$ cat config.mk
export PLATFORM = sky130hd
export DESIGN_NAME = serial_pattern_tx_flat
export DESIGN_NICKNAME = d
export VERILOG_FILES = /design/src/rtl/serial_pattern_tx_if.sv /design/src/rtl/serial_pattern_tx.sv /design/src/flat_wrapper.sv
export SDC_FILE = /design/constraint.sdc
export NUM_CORES = 1
export LEC_CHECK = 0
export CORE_UTILIZATION = 45
export CTS_BUF_LIST = sky130_fd_sc_hd__clkbuf_4
export DETAILED_ROUTE_END_ITERATION = 16
export GPL_ROUTABILITY_DRIVEN = 0
export PLACE_DENSITY = 0.77
export SLEW_MARGIN = 20
export SYNTH_ARGS = -nofsm -noshare
export SYNTH_HDL_FRONTEND = slang
export SYNTH_SLANG_ARGS = --single-unit
export TNS_END_PERCENT = 100
$ cat constraint.sdc
create_clock -name clk -period 5.3 [get_ports clk]
set_input_delay 0.53 -clock clk [delete_from_list [all_inputs] [get_ports clk]]
set_output_delay 0.53 -clock clk [all_outputs]
set_load 0.02 [all_outputs]
$ cat src/rtl/serial_pattern_tx_if.sv
// rtl/serial_pattern_tx_if.sv - request/serial-line bundle for the serial pattern transmitter
interface serial_pattern_tx_if #(
    parameter int W = 8
);
    localparam int LW = $clog2(W + 1);

    logic          start;
    logic [W-1:0]  pattern;
    logic [LW-1:0] len;
    logic [3:0]    reps;
    logic          abort;
    logic          out;
    logic          out_valid;
    logic          busy;
    logic          done;

    // Driver side: issues requests and watches the serial line.
    modport master (
        output start, pattern, len, reps, abort,
        input  out, out_valid, busy, done
    );

    // Transmitter side.
    modport slave (
        input  start, pattern, len, reps, abort,
        output out, out_valid, busy, done
    );
endinterface

$ cat src/rtl/serial_pattern_tx.sv
// rtl/serial_pattern_tx.sv - MSB-first serial pattern transmitter with repeat and gap insertion
module serial_pattern_tx #(
    parameter int   W        = 8,
    parameter int   GAP      = 1,
    parameter logic IDLE_LVL = 1'b1
) (
    input  logic                 clk,
    input  logic                 rst,
    serial_pattern_tx_if.slave   bus
);
    localparam int              LW    = $clog2(W + 1);
    localparam logic [LW-1:0]   W_L   = LW'(W);
    localparam logic [LW-1:0]   ONE_L = LW'(1);
    localparam logic [3:0]      GAP_L = 4'(GAP);

    typedef enum logic [1:0] {
        S_IDLE,
        S_SHIFT,
        S_GAP,
        S_DONE
    } state_t;

    state_t        state_q,     state_d;
    logic [W-1:0]  shadow_q,    shadow_d;
    logic [LW-1:0] len_q,       len_d;
    logic [LW-1:0] bitcnt_q,    bitcnt_d;
    logic [3:0]    reps_q,      reps_d;
    logic [3:0]    gapcnt_q,    gapcnt_d;
    logic          out_q,       out_d;
    logic          out_valid_q, out_valid_d;
    logic          busy_q,      busy_d;
    logic          done_q,      done_d;

    logic [LW-1:0] len_clamp;
    logic [LW-1:0] bit_idx;
    logic [W-1:0]  shifted;

    // Next-state logic; outputs are decoded from the next state so they line up with it after the edge.
    always_comb begin
        state_d     = state_q;
        shadow_d    = shadow_q;
        len_d       = len_q;
        bitcnt_d    = bitcnt_q;
        reps_d      = reps_q;
        gapcnt_d    = gapcnt_q;

        // Lengths beyond the shadow width are treated as a full-width pattern.
        len_clamp = (bus.len > W_L) ? W_L : bus.len;

        case (state_q)
            S_IDLE: begin
                // Abort takes priority over a simultaneous start.
                if (bus.start && !bus.abort) begin
                    shadow_d = bus.pattern;
                    len_d    = len_clamp;
                    reps_d   = bus.reps;
                    bitcnt_d = len_clamp;
                    gapcnt_d = 4'd0;
                    state_d  = (len_clamp == '0) ? S_DONE : S_SHIFT;
                end
            end
            S_SHIFT: begin
                // bitcnt_q holds (index + 1) of the bit currently on the line.
                if (bitcnt_q > ONE_L) begin
                    bitcnt_d = bitcnt_q - ONE_L;
                end else if (reps_q != 4'd0) begin
                    reps_d   = reps_q - 4'd1;
                    bitcnt_d = len_q;
                    if (GAP_L == 4'd0) begin
                        state_d = S_SHIFT;
                    end else begin
                        state_d  = S_GAP;
                        gapcnt_d = GAP_L;
                    end
                end else begin
                    bitcnt_d = '0;
                    state_d  = S_DONE;
                end
            end
            S_GAP: begin
                if (gapcnt_q > 4'd1) begin
                    gapcnt_d = gapcnt_q - 4'd1;
                end else begin
                    gapcnt_d = 4'd0;
                    state_d  = S_SHIFT;
                end
            end
            S_DONE: begin
                state_d = S_IDLE;
            end
            default: begin
                state_d = S_IDLE;
            end
        endcase

        if (bus.abort && (state_q != S_IDLE)) begin
            state_d  = S_IDLE;
            bitcnt_d = '0;
            reps_d   = 4'd0;
            gapcnt_d = 4'd0;
        end

        bit_idx = bitcnt_d - ONE_L;
        shifted = shadow_d >> bit_idx;

        out_d       = IDLE_LVL;
        out_valid_d = 1'b0;
        busy_d      = 1'b0;
        done_d      = 1'b0;
        case (state_d)
            S_SHIFT: begin
                out_d       = shifted[0];
                out_valid_d = 1'b1;
                busy_d      = 1'b1;
            end
            S_GAP: begin
                busy_d = 1'b1;
            end
            S_DONE: begin
                busy_d = 1'b1;
                done_d = 1'b1;
            end
            default: begin
            end
        endcase
    end

    // State, shadow copy, counters and registered outputs.
    always_ff @(posedge clk or posedge rst) begin
        if (rst) begin
            state_q     <= S_IDLE;
            shadow_q    <= '0;
            len_q       <= '0;
            bitcnt_q    <= '0;
            reps_q      <= 4'd0;
            gapcnt_q    <= 4'd0;
            out_q       <= IDLE_LVL;
            out_valid_q <= 1'b0;
            busy_q      <= 1'b0;
            done_q      <= 1'b0;
        end else begin
            state_q     <= state_d;
            shadow_q    <= shadow_d;
            len_q       <= len_d;
            bitcnt_q    <= bitcnt_d;
            reps_q      <= reps_d;
            gapcnt_q    <= gapcnt_d;
            out_q       <= out_d;
            out_valid_q <= out_valid_d;
            busy_q      <= busy_d;
            done_q      <= done_d;
        end
    end

    assign bus.out       = out_q;
    assign bus.out_valid = out_valid_q;
    assign bus.busy      = busy_q;
    assign bus.done      = done_q;
endmodule

$ cat src/flat_wrapper.sv
// flat-port wrapper written by rule: the top's interface ports become plain ports
module serial_pattern_tx_flat 
#(
    parameter int   W        = 8,
    parameter int   GAP      = 1,
    parameter logic IDLE_LVL = 1'b1
)
  (clk, rst, bus_start, bus_pattern, bus_len, bus_reps, bus_abort, bus_out, bus_out_valid, bus_busy, bus_done);
  serial_pattern_tx_if #(.W(W)) bus_i ();
  input  logic clk;
  input  logic rst;
  input wire logic [$bits(bus_i.start)-1:0] bus_start;
  input wire logic [$bits(bus_i.pattern)-1:0] bus_pattern;
  input wire logic [$bits(bus_i.len)-1:0] bus_len;
  input wire logic [$bits(bus_i.reps)-1:0] bus_reps;
  input wire logic [$bits(bus_i.abort)-1:0] bus_abort;
  output wire logic [$bits(bus_i.out)-1:0] bus_out;
  output wire logic [$bits(bus_i.out_valid)-1:0] bus_out_valid;
  output wire logic [$bits(bus_i.busy)-1:0] bus_busy;
  output wire logic [$bits(bus_i.done)-1:0] bus_done;
  assign bus_i.start = bus_start;
  assign bus_i.pattern = bus_pattern;
  assign bus_i.len = bus_len;
  assign bus_i.reps = bus_reps;
  assign bus_i.abort = bus_abort;
  assign bus_out = bus_i.out;
  assign bus_out_valid = bus_i.out_valid;
  assign bus_busy = bus_i.busy;
  assign bus_done = bus_i.done;
  serial_pattern_tx #(.W(W), .GAP(GAP), .IDLE_LVL(IDLE_LVL)) u_core (.clk(clk), .rst(rst), .bus(bus_i));
endmodule
## Yosys cells after proc, flatten, opt, wreduce, memory -nomap -nowiden

Index checks and enable logic that the tools add are counted.

| storage, ports and cells | value |
|---|---|
| register bits | 30 |
| input port bits | 20 |
| logic and storage cells | 70 |

| operators by class | value |
|---|---|
| add/sub/neg operators | 4 |
| $lt $le $gt $ge | 3 |
| eq/ne operators | 9 |
| shifts and indexed selects | 1 |
| multiplexer cells | 30 |
| reduce and logical (&&, ||, !) cells | 13 |

Operators with widths:

| cell | count |
|---|---|
| 4-bit two-way mux | 14 |
| 8-bit two-way mux | 2 |
| 4-bit one-hot mux with 2 select lines | 2 |
| 4-bit by 1-bit subtractor with 4-bit output, second input constant | 4 |
| 4-bit one-hot mux with 3 select lines | 1 |
| 2-bit two-way mux | 5 |
| 2-bit equality test, second input constant | 4 |
| 4-bit by 1-bit > comparator with 1-bit output, second input constant | 2 |
| 2-bit one-hot mux with 4 select lines | 1 |
| 4-bit AND reduction | 2 |
| 4-bit nonzero test | 2 |
| 8-bit by 4-bit right shift with 1-bit output | 1 |
| 3-bit by 1-bit inequality test with 1-bit output, second input constant | 2 |
| 1-bit two-way mux | 5 |
| 2-bit by 1-bit equality test with 1-bit output, second input constant | 2 |
| 4-bit > comparator, second input constant | 1 |
| 4-bit logical NOT | 1 |
| 3-bit inequality test, second input constant | 1 |
| 3-bit nonzero test | 1 |
| 3-bit OR reduction | 1 |
| 1-bit logical AND | 2 |
| 2-bit logical NOT | 1 |
| 2-bit AND reduction | 1 |
| 2-bit nonzero test | 1 |
| 1-bit logical NOT | 1 |

## Depth between registers and ports, before layout

Gate-level depths: netlist of the first run.

| logic depth | value |
|---|---|
| depth after elaboration | 10 |
| mapped depth | 10 |

## Least setup slack after synthesis of the first run

OpenSTA, ideal clock, no wires.

| timing path | value |
|---|---|
| path kind | reg-to-reg |
| from | reg u_core.reps_q[0] |
| to | reg u_core.out_q, in the netlist u_core.bus.out |
| library setup time | 0.084 ns |
| arrival time | 2.556 ns |
| required time | 5.216 ns |
| setup slack | 2.660 ns |
| stages on the path, launching flop included | 9 |
| period minus slack after synthesis | 2.640 ns |
| cells stage by stage | dfrtp_1 -> inv_1 -> ha_1 -> or3b_4 -> a2111oi_4 -> o31a_2 -> mux2_2 -> a2111o_1 -> a311o_1 |

| between the ends | value |
|---|---|
| word-level cells in the longest chain between the ends | 8 |

Ends and longest elaborated chain:

| what | line | text |
|---|---|---|
| start: declaration | serial_pattern_tx.sv:27 | `logic [3:0] reps_q, reps_d;` |
| start signal: assignment | serial_pattern_tx.sv:146 | `reps_q <= reps_d;` |
| 4-bit nonzero test * | serial_pattern_tx.sv:66 | `end else if (reps_q != 4'd0) begin` |
| 4-bit two-way mux | serial_pattern_tx.sv:66 |  |
| 4-bit two-way mux | serial_pattern_tx.sv:64 | `if (bitcnt_q > ONE_L) begin` |
| 4-bit one-hot mux with 2 select lines | serial_pattern_tx.sv:50 | `case (state_q)` |
| 4-bit two-way mux | serial_pattern_tx.sv:96 | `if (bus.abort && (state_q != S_IDLE)) begin` |
| 4-bit by 1-bit subtractor with 4-bit output | serial_pattern_tx.sv:103 | `bit_idx = bitcnt_d - ONE_L;` |
| 8-bit by 4-bit right shift with 1-bit output | serial_pattern_tx.sv:104 | `shifted = shadow_d >> bit_idx;` |
| 1-bit two-way mux * | serial_pattern_tx.sv:110 | `case (state_d)` |
| net u_core.out_d | serial_pattern_tx.sv:29 | `logic out_q, out_d;` |
| end signal: assignment | serial_pattern_tx.sv:148 | `out_q <= out_d;` |
| end: declaration | serial_pattern_tx.sv:29 |  |

Mark *: on every way through the listed nets, which the timed path passes. The rest lies on a longest branch.
A chain may end at the register's enable or synchronous reset.

## Final worst setup path of the first run

| timing path | value |
|---|---|
| from | reg u_core.state_q[1] |
| to | reg u_core.out_q, in the netlist u_core.bus.out |

| between the ends | value |
|---|---|
| word-level cells in the longest chain between the ends | 6 |

Ends and longest elaborated chain:

| what | line | text |
|---|---|---|
| start: declaration | serial_pattern_tx.sv:23 | `state_t state_q, state_d;` |
| start signal: assignment | serial_pattern_tx.sv:142 | `state_q <= state_d;` |
| 2-bit by 1-bit equality test with 1-bit output (tied with other cells) | serial_pattern_tx.sv:50 |  |
| 4-bit one-hot mux with 2 select lines or 1-bit logical AND (tied branches) | serial_pattern_tx.sv:50, serial_pattern_tx.sv:96 |  |
| 4-bit two-way mux | serial_pattern_tx.sv:96 |  |
| 4-bit by 1-bit subtractor with 4-bit output | serial_pattern_tx.sv:103 |  |
| 8-bit by 4-bit right shift with 1-bit output | serial_pattern_tx.sv:104 |  |
| 1-bit two-way mux * | serial_pattern_tx.sv:110 |  |
| net u_core.out_d | serial_pattern_tx.sv:29 |  |

Marked as above.

==> results.toml, run 1 <==
[status]
status = "complete, no violations"

[sta]
grt_setup_unrepaired = "false"
maxSlewViolCount = 0
worst_pin_slew_ns = 0.6394
fmax_ghz = 0.3222
period_minus_slack_ns = 3.103
fin_setup_tns_ns = 0
period_share_pct = 58.56
slew_headroom_pct = 57.01
finalHoldViolCount = 0
skew_ns = 0.008427
timing.hold.ws_ns = 0.5060
setup_violations = 0

[final_layout]
nNetsFinal = 235
seq_area_um2 = 752.0
n_antenna_cell = 0
syn2layout_area_growth_pct = 17.46
fin_area_um2 = 2105
drive_above_1_share_pct = 15.94
fillCellCount = 356
multi_input_area_um2 = 948.4

[global_route]
grt.total_usage_pct = 20.79
grt_pass1_vias = 1433
grt_pass1_wl_um = 6561
antenna_found_initial = 0
grt_max_degree = 31
overflow = 0

[clock_tree]
cts_inserted_buffers = 5
ctsResizeCount = 0
root_buffer = "clkbuf_4"
cts_tree = "built"
hold_buffers = 0
post-cts-setup-buffers = 0
htreeDepth = 2
insertion_delay_ns = 0.34
clockBufferDepth = 2
cts_sinks = 30
clk_pin_slew_ns = 0.10

[setup_path]
r2r_end = "u_core.bus.out"
critPathBufInv = 1
worstPathArrival_ns = 3.38
end_kind = "flip-flop"
regToRegSetupSlack_ns = 2.20
rr_worst_depth = 8
crit_start = "u_core.state_q[1]"
crit_chain = "inv_1 > ha_1 > nand3b_2 > a32oi_1 > o31a_2 > mux2_2 > a2111o_1 > a311o_1"
startpoint_type = "flip-flop"
crit_required_ns = 5.57
path_delay_family = "compound AO/OA/AOI/OAI gates"
path_class = "flip-flop to flip-flop"
max_stage_delay_ns = 0.44
crit_path_top_delay_cell = "dfrtp_1"
r2r_start = "u_core.state_q[1]"
path_max_fanout = 16

[drt]
postRouteAntennaNets = 0
via_per_inst = 5.706
vias = 1455
wl_um = 3737
first_pass_iters = 4
route.detailed.drc = 0
wl_per_cell_um = 14.65
dr.first_iter.drc_count = 73

[run]
max_cap_viol_count = 0

[placement]
placed_area_um2 = 2051
dpl.hpwl_um = 2660
port_buffers = 23

[floorplan]
die_w_um = 65.10
design.core.area_um2 = 3744
ioPinCount = 24
die_area_um2 = 4238
die_h_um = 65.10
std_cell_rows = 22
start_util_pct = 47.86

[synthesis]
postSynth.asyncResetShare_pct = 100.0
synth_area_per_cell_um2 = 9.954
synth_seq_cells = 30
ys_types = 48
synthCells = 180
synth-seq-area-share_pct = 41.97
synth_ff_type = "dfrtp_1"
syn-num-nets = 209
synth_edf_count = 0
netlist_area_um2 = 1792
yosysWarnings = 0

[min_path]
worstHoldPathType = "flip-flop to flip-flop"
whs_path_depth = 1
hold_path_startpoint = "u_core.shadow_q[2]"
worstHoldEndpoint = "u_core.shadow_q[2]"

[pwr]
powerDensity_nw_per_um2 = 561.7
power_leakage_nw = 0.9069
peakVddDrop_mv = 0.2731
[worst register-to-register path: cells and delay by family (launching register included)]
| family | cells | cell delay, ns |
|---|---|---|
| compound gates | 4 | 1.34 |
| mux | 1 | 0.34 |
| simple gates | 1 | 0.38 |
| buf+inv | 1 | 0.13 |
| flops | 1 | 0.44 |
| fa+ha+maj | 1 | 0.42 |
[worst max-delay path by stage]
stage / slack (ns) / depth (start not counted) / end
3_5_place_dp: 1.98 / 7 / u_core.bus.out
2_1_floorplan: 2.66 / 8 / u_core.bus.out
3_3_place_gp: 2.04 / 7 / u_core.bus.out
5_1_grt: 1.98 / 8 / u_core.bus.out
4_1_cts: 2.21 / 8 / u_core.bus.out
6_report: 2.20 / 8 / u_core.bus.out
[Yosys cell counts (3+ instances only)]
master	n	share of area (%)
dfrtp_1	29	41
a21oi_1	8	2.2
nor2_1	12	2.5
nand2b_1	7	2.4
a22o_1	4	2.0
inv_1	13	2.7
mux2_2	11	6.9
nor2b_1	3	1.0
a31oi_1	3	1.0
ha_1	9	6.3
a32oi_1	4	2.0
mux2i_1	3	1.7
nor3_1	7	2.0
nand2_1	15	3.1
o21ai_0	12	3.4
o22ai_1	3	1.0
[power breakdown]
part / switching (W) / internal [W] / total (W)
Clock: 0.0000792 / 0.0000548 / 0.000134
Sequential: 0.0000692 / 0.000324 / 0.000393
Combinational: 0.000356 / 0.000299 / 0.000655
Total: 0.000504 / 0.000678 / 0.00118
[flip-flops by register name, indices dropped and copies added, names as in the netlist]
name / flops
u_core.bitcnt_q: 4
u_core.bus.busy: 1
u_core.bus.done: 1
u_core.bus.out: 1
u_core.bus.out_valid: 1
u_core.gapcnt_q: 4
u_core.len_q: 4
u_core.reps_q: 4
u_core.shadow_q: 8
u_core.state_q: 2
[layout by cell type, fill, tap and decap left out, types with 2 or more instances in the layout]
cell,instances
a21oi_1,8
a22o_1,4
a22oi_1,2
a31oi_1,3
a32oi_1,4
clkbuf_4,6
clkdlybuf4s50_1,23
clkinv_1,2
dfrtp_1,29
ha_1,9
inv_1,13
mux2_2,11
mux2i_1,3
nand2_1,15
nand2b_1,7
nor2_1,12
nor2b_1,3
nor3_1,7
o21ai_0,12
o22ai_1,3
o31ai_1,2
or2b_2,2
or3_1,2
[kinds of logic (layout without fill, tap and decap cells)]
kind of cell | count (synthesis) | after routing | synth area share [%]
xor gates and xnor gates | 1 | 1 | 0.4889
buffers and inverters | 19 | 46 | 5.097
muxes | 14 | 14 | 8.590
and+or+nand+nor | 57 | 57 | 16.83
AOI/OAI and AO/OA | 50 | 50 | 20.74
DFF | 30 | 30 | 41.97
adders and majority gates | 9 | 9 | 6.285
[cell type report]
cell class | count | share of cell area (%)
well taps | 48 | 2.854
flip-flops and latches | 30 | 35.73
inverters | 14 | 2.497
repair buffers | 24 | 11.30
clock buffers | 6 | 2.140
clock inverters | 2 | 0.4162
multi-input cells | 131 | 45.07
[metal layers]
layer / GRT usage, % / share of wire, % / routed length, um
met5: 0 / 0 / 0
met4: 8.967 / 1.8 / 67
met3: 5.556 / 6.0 / 223
met2: 31.25 / 45 / 1695
met1: 28.20 / 47 / 1750
[metrics by stage]
step	power [W]	utilization (%)	cells	setup WS [ns]
6_report	0.001182	56.22	255	2.197
5_1_grt	0.001298	56.22	255	1.978
4_1_cts	0.001182	56.22	255	2.208
3_5_place_dp	0.001045	54.78	247	1.982
3_3_place_gp	0.001025	54.78	247	2.039
2_1_floorplan	0.0009025	-	180	2.660
(Power assumes the default switching activity.)
==> run 2, diff against run 1 <==
--- a/config.mk
+++ b/config.mk
@@ -9,7 +9,7 @@
 export CTS_BUF_LIST = sky130_fd_sc_hd__clkbuf_4
 export DETAILED_ROUTE_END_ITERATION = 16
 export GPL_ROUTABILITY_DRIVEN = 0
-export PLACE_DENSITY = 0.77
+export PLACE_DENSITY = 0.8
 export SLEW_MARGIN = 20
 export SYNTH_ARGS = -nofsm -noshare
 export SYNTH_HDL_FRONTEND = slang
==> constraint.sdc (replaced) <==
create_clock -name clk -period 2.58 [get_ports clk]
set_input_delay 0.258 -clock clk [delete_from_list [all_inputs] [get_ports clk]]
set_output_delay 0.258 -clock clk [all_outputs]
set_load 0.02 [all_outputs]
==> run 2 against run 1 <==
  * Final area increased by 13%
  * Clock power is 110% higher
  * Sequential share of layout area fell by 4.0 points
  * Combinational power rose to 2.7 times the previous value
  * Count of clock-buffer cells in the layout shrank 1
  * Utilization rose by 7.2 points
  * Sequential power rose by 99%
  * Maximum frequency grew 21%
  * Die area is the same
  * Routed wire length rose by 12%
  * Via count increased by 8.1%
  * Cell count up 12%
  * Critical path type unchanged
==> results.toml, run 2 (synthesis gave the netlist of run 1 again) <==
[setup_path]
end_kind = "flip-flop"
startpoint_type = "flip-flop"
crit_start = "u_core.reps_q[0]"
max_stage_delay_ns = 0.40
worstPathArrival_ns = 2.84
rr_worst_depth = 8
path_delay_family = "compound AO/OA/AOI/OAI gates"
r2r_start = "u_core.reps_q[0]"
path_class = "flip-flop to flip-flop"
crit_path_top_delay_cell = "dfrtp_1"
path_max_fanout = 2
critPathBufInv = 1
crit_chain = "inv_2 > ha_4 > or3b_4 > a2111oi_4 > o31a_2 > mux2_4 > a2111o_1 > a311o_1"
r2r_end = "u_core.bus.out"
crit_required_ns = 2.85
regToRegSetupSlack_ns = 0.01

[floorplan]
design.core.area_um2 = 3744
die_area_um2 = 4238
die_w_um = 65.10
die_h_um = 65.10
ioPinCount = 24
std_cell_rows = 22
start_util_pct = 47.86

[clock_tree]
root_buffer = "clkbuf_4"
clockBufferDepth = 2
cts_inserted_buffers = 5
hold_buffers = 0
cts_tree = "built"
htreeDepth = 2
cts_sinks = 30
insertion_delay_ns = 0.34
clk_pin_slew_ns = 0.10

[final_layout]
layout_commonest_cell = "buf_4"
utilization_pct = 63.40
stdcell_count = 286
n_antenna_cell = 0
nNetsFinal = 266
largest_reg_flops = 8
syn2layout_area_growth_pct = 32.47
drive_above_1_share_pct = 28.99
final_cell_mix = "31 x buf_4, 29 x dfrtp_1, 23 x clkdlybuf4s50_1"
largest_register = "u_core.shadow_q"

[global_route]
grt_pass1_vias = 1530
grt.total_usage_pct = 21.68
antenna_found_initial = 0
grt_pass1_wl_um = 6913
overflow = 0
grt_max_degree = 22

[sta]
fmax_ghz = 0.3893
grt_setup_unrepaired = "true"
worst_pin_slew_ns = 0.8146
setup_violations = 0
period_minus_slack_ns = 2.569
finalHoldViolCount = 0
slew_headroom_pct = 45.63
maxSlewViolCount = 0
period_share_pct = 99.57
skew_ns = 0.01046

[placement]
dpl.hpwl_um = 3055
port_buffers = 23
dp_cells = 273

[pwr]
power_leakage_nw = 1.062
power.total_w = 0.002826
peakVddDrop_mv = 0.6800
powerDensity_nw_per_um2 = 1191

[min_path]
worstHoldPathType = "input port to async pin"

[status]
status = "complete, no violations"

[drt]
via_per_inst = 5.500
first_pass_iters = 4
wl_per_cell_um = 14.67
dr.first_iter.drc_count = 44
wl_um = 4197
vias = 1573
route.detailed.drc = 0
postRouteAntennaNets = 0

[run]
max_cap_viol_count = 0
[run 2: changes by cell type in the layout (fill, tap and decap cells not counted), sizes merged]
cell / change
clkinvlp: +1
buf: +31
clkbuf: -1
[run 2: metal layers]
metal	up-vias	global-route usage, %	wire [um]	part of all wire [%]
li1	765	-	-	-
met1	745	28.33	1940	46
met2	50	35.03	1932	46
met5	-	0	0	0
met4	0	8.424	99	2.4
met3	13	4.688	224	5.3
[run 2: timing repair]
| action | CTS | global route |
|---|---|---|
| hold endpoints to repair | 0 | 0 |
| setup endpoints to repair | 1 | 1 |
| buffers inserted | 3 | 2 |
| pin swaps | 3 | 2 |
| resized for setup | 8 | 1 |
[run 2: final cells by class]
type                            count  area (um^2)
Sequential cell                    30        752.0
Tap cell                           48        60.06
Clock buffer                        5        37.54
Fill cell                         301         1370
Inverter                           14        52.55
Multi-Input combinational cell    131        980.9
Timing Repair Buffer               55        474.2
Clock inverter                      3        16.27
[run 2: power breakdown]
part / internal, W / switching [W] / leakage [nW] / total, W
combinational: 0.000899 / 0.000869 / 0.656 / 0.00177
clock: 0.000101 / 0.000174 / 0.0286 / 0.000275
sequential: 0.000665 / 0.000118 / 0.377 / 0.000783
total: 0.00166 / 0.00116 / 1.06 / 0.00283
[run 2: per-stage QoR]
step / cell area, um^2 / setup slack, ns / hold slack [ns] / TNS [ns]
2_1_floorplan: 1792 / 0.01877 / 0.3481 / 0
3_3_place_gp: 2246 / 0.03792 / 0.4768 / 0
5_1_grt: 2374 / -0.08375 / 0.4549 / -0.08375
6_report: 2374 / 0.01114 / 0.3757 / 0
3_5_place_dp: 2246 / -0.05886 / 0.4853 / -0.05886
4_1_cts: 2351 / -0.001667 / 0.3925 / -0.001667
[run 2: how the worst max path moves through the flow]
stage	endpoint	depth (start not counted)	slack, ns
2_1_floorplan	u_core.bus.out	8	0.02
3_3_place_gp	u_core.bus.out	9	0.04
3_5_place_dp	u_core.bus.out	8	-0.06
4_1_cts	u_core.bus.out	8	-0.002
5_1_grt	u_core.bus.out	8	-0.08
6_report	u_core.bus.out	8	0.01
==> run 3, diff against run 2 <==
--- a/config.mk
+++ b/config.mk
@@ -10,7 +10,7 @@
 export DETAILED_ROUTE_END_ITERATION = 16
 export GPL_ROUTABILITY_DRIVEN = 0
 export PLACE_DENSITY = 0.8
-export SLEW_MARGIN = 20
+export SLEW_MARGIN = 10
 export SYNTH_ARGS = -nofsm -noshare
 export SYNTH_HDL_FRONTEND = slang
 export SYNTH_SLANG_ARGS = --single-unit
==> results of run 3 <==
Final layout, timing and power as in run 2 (identical DEF).
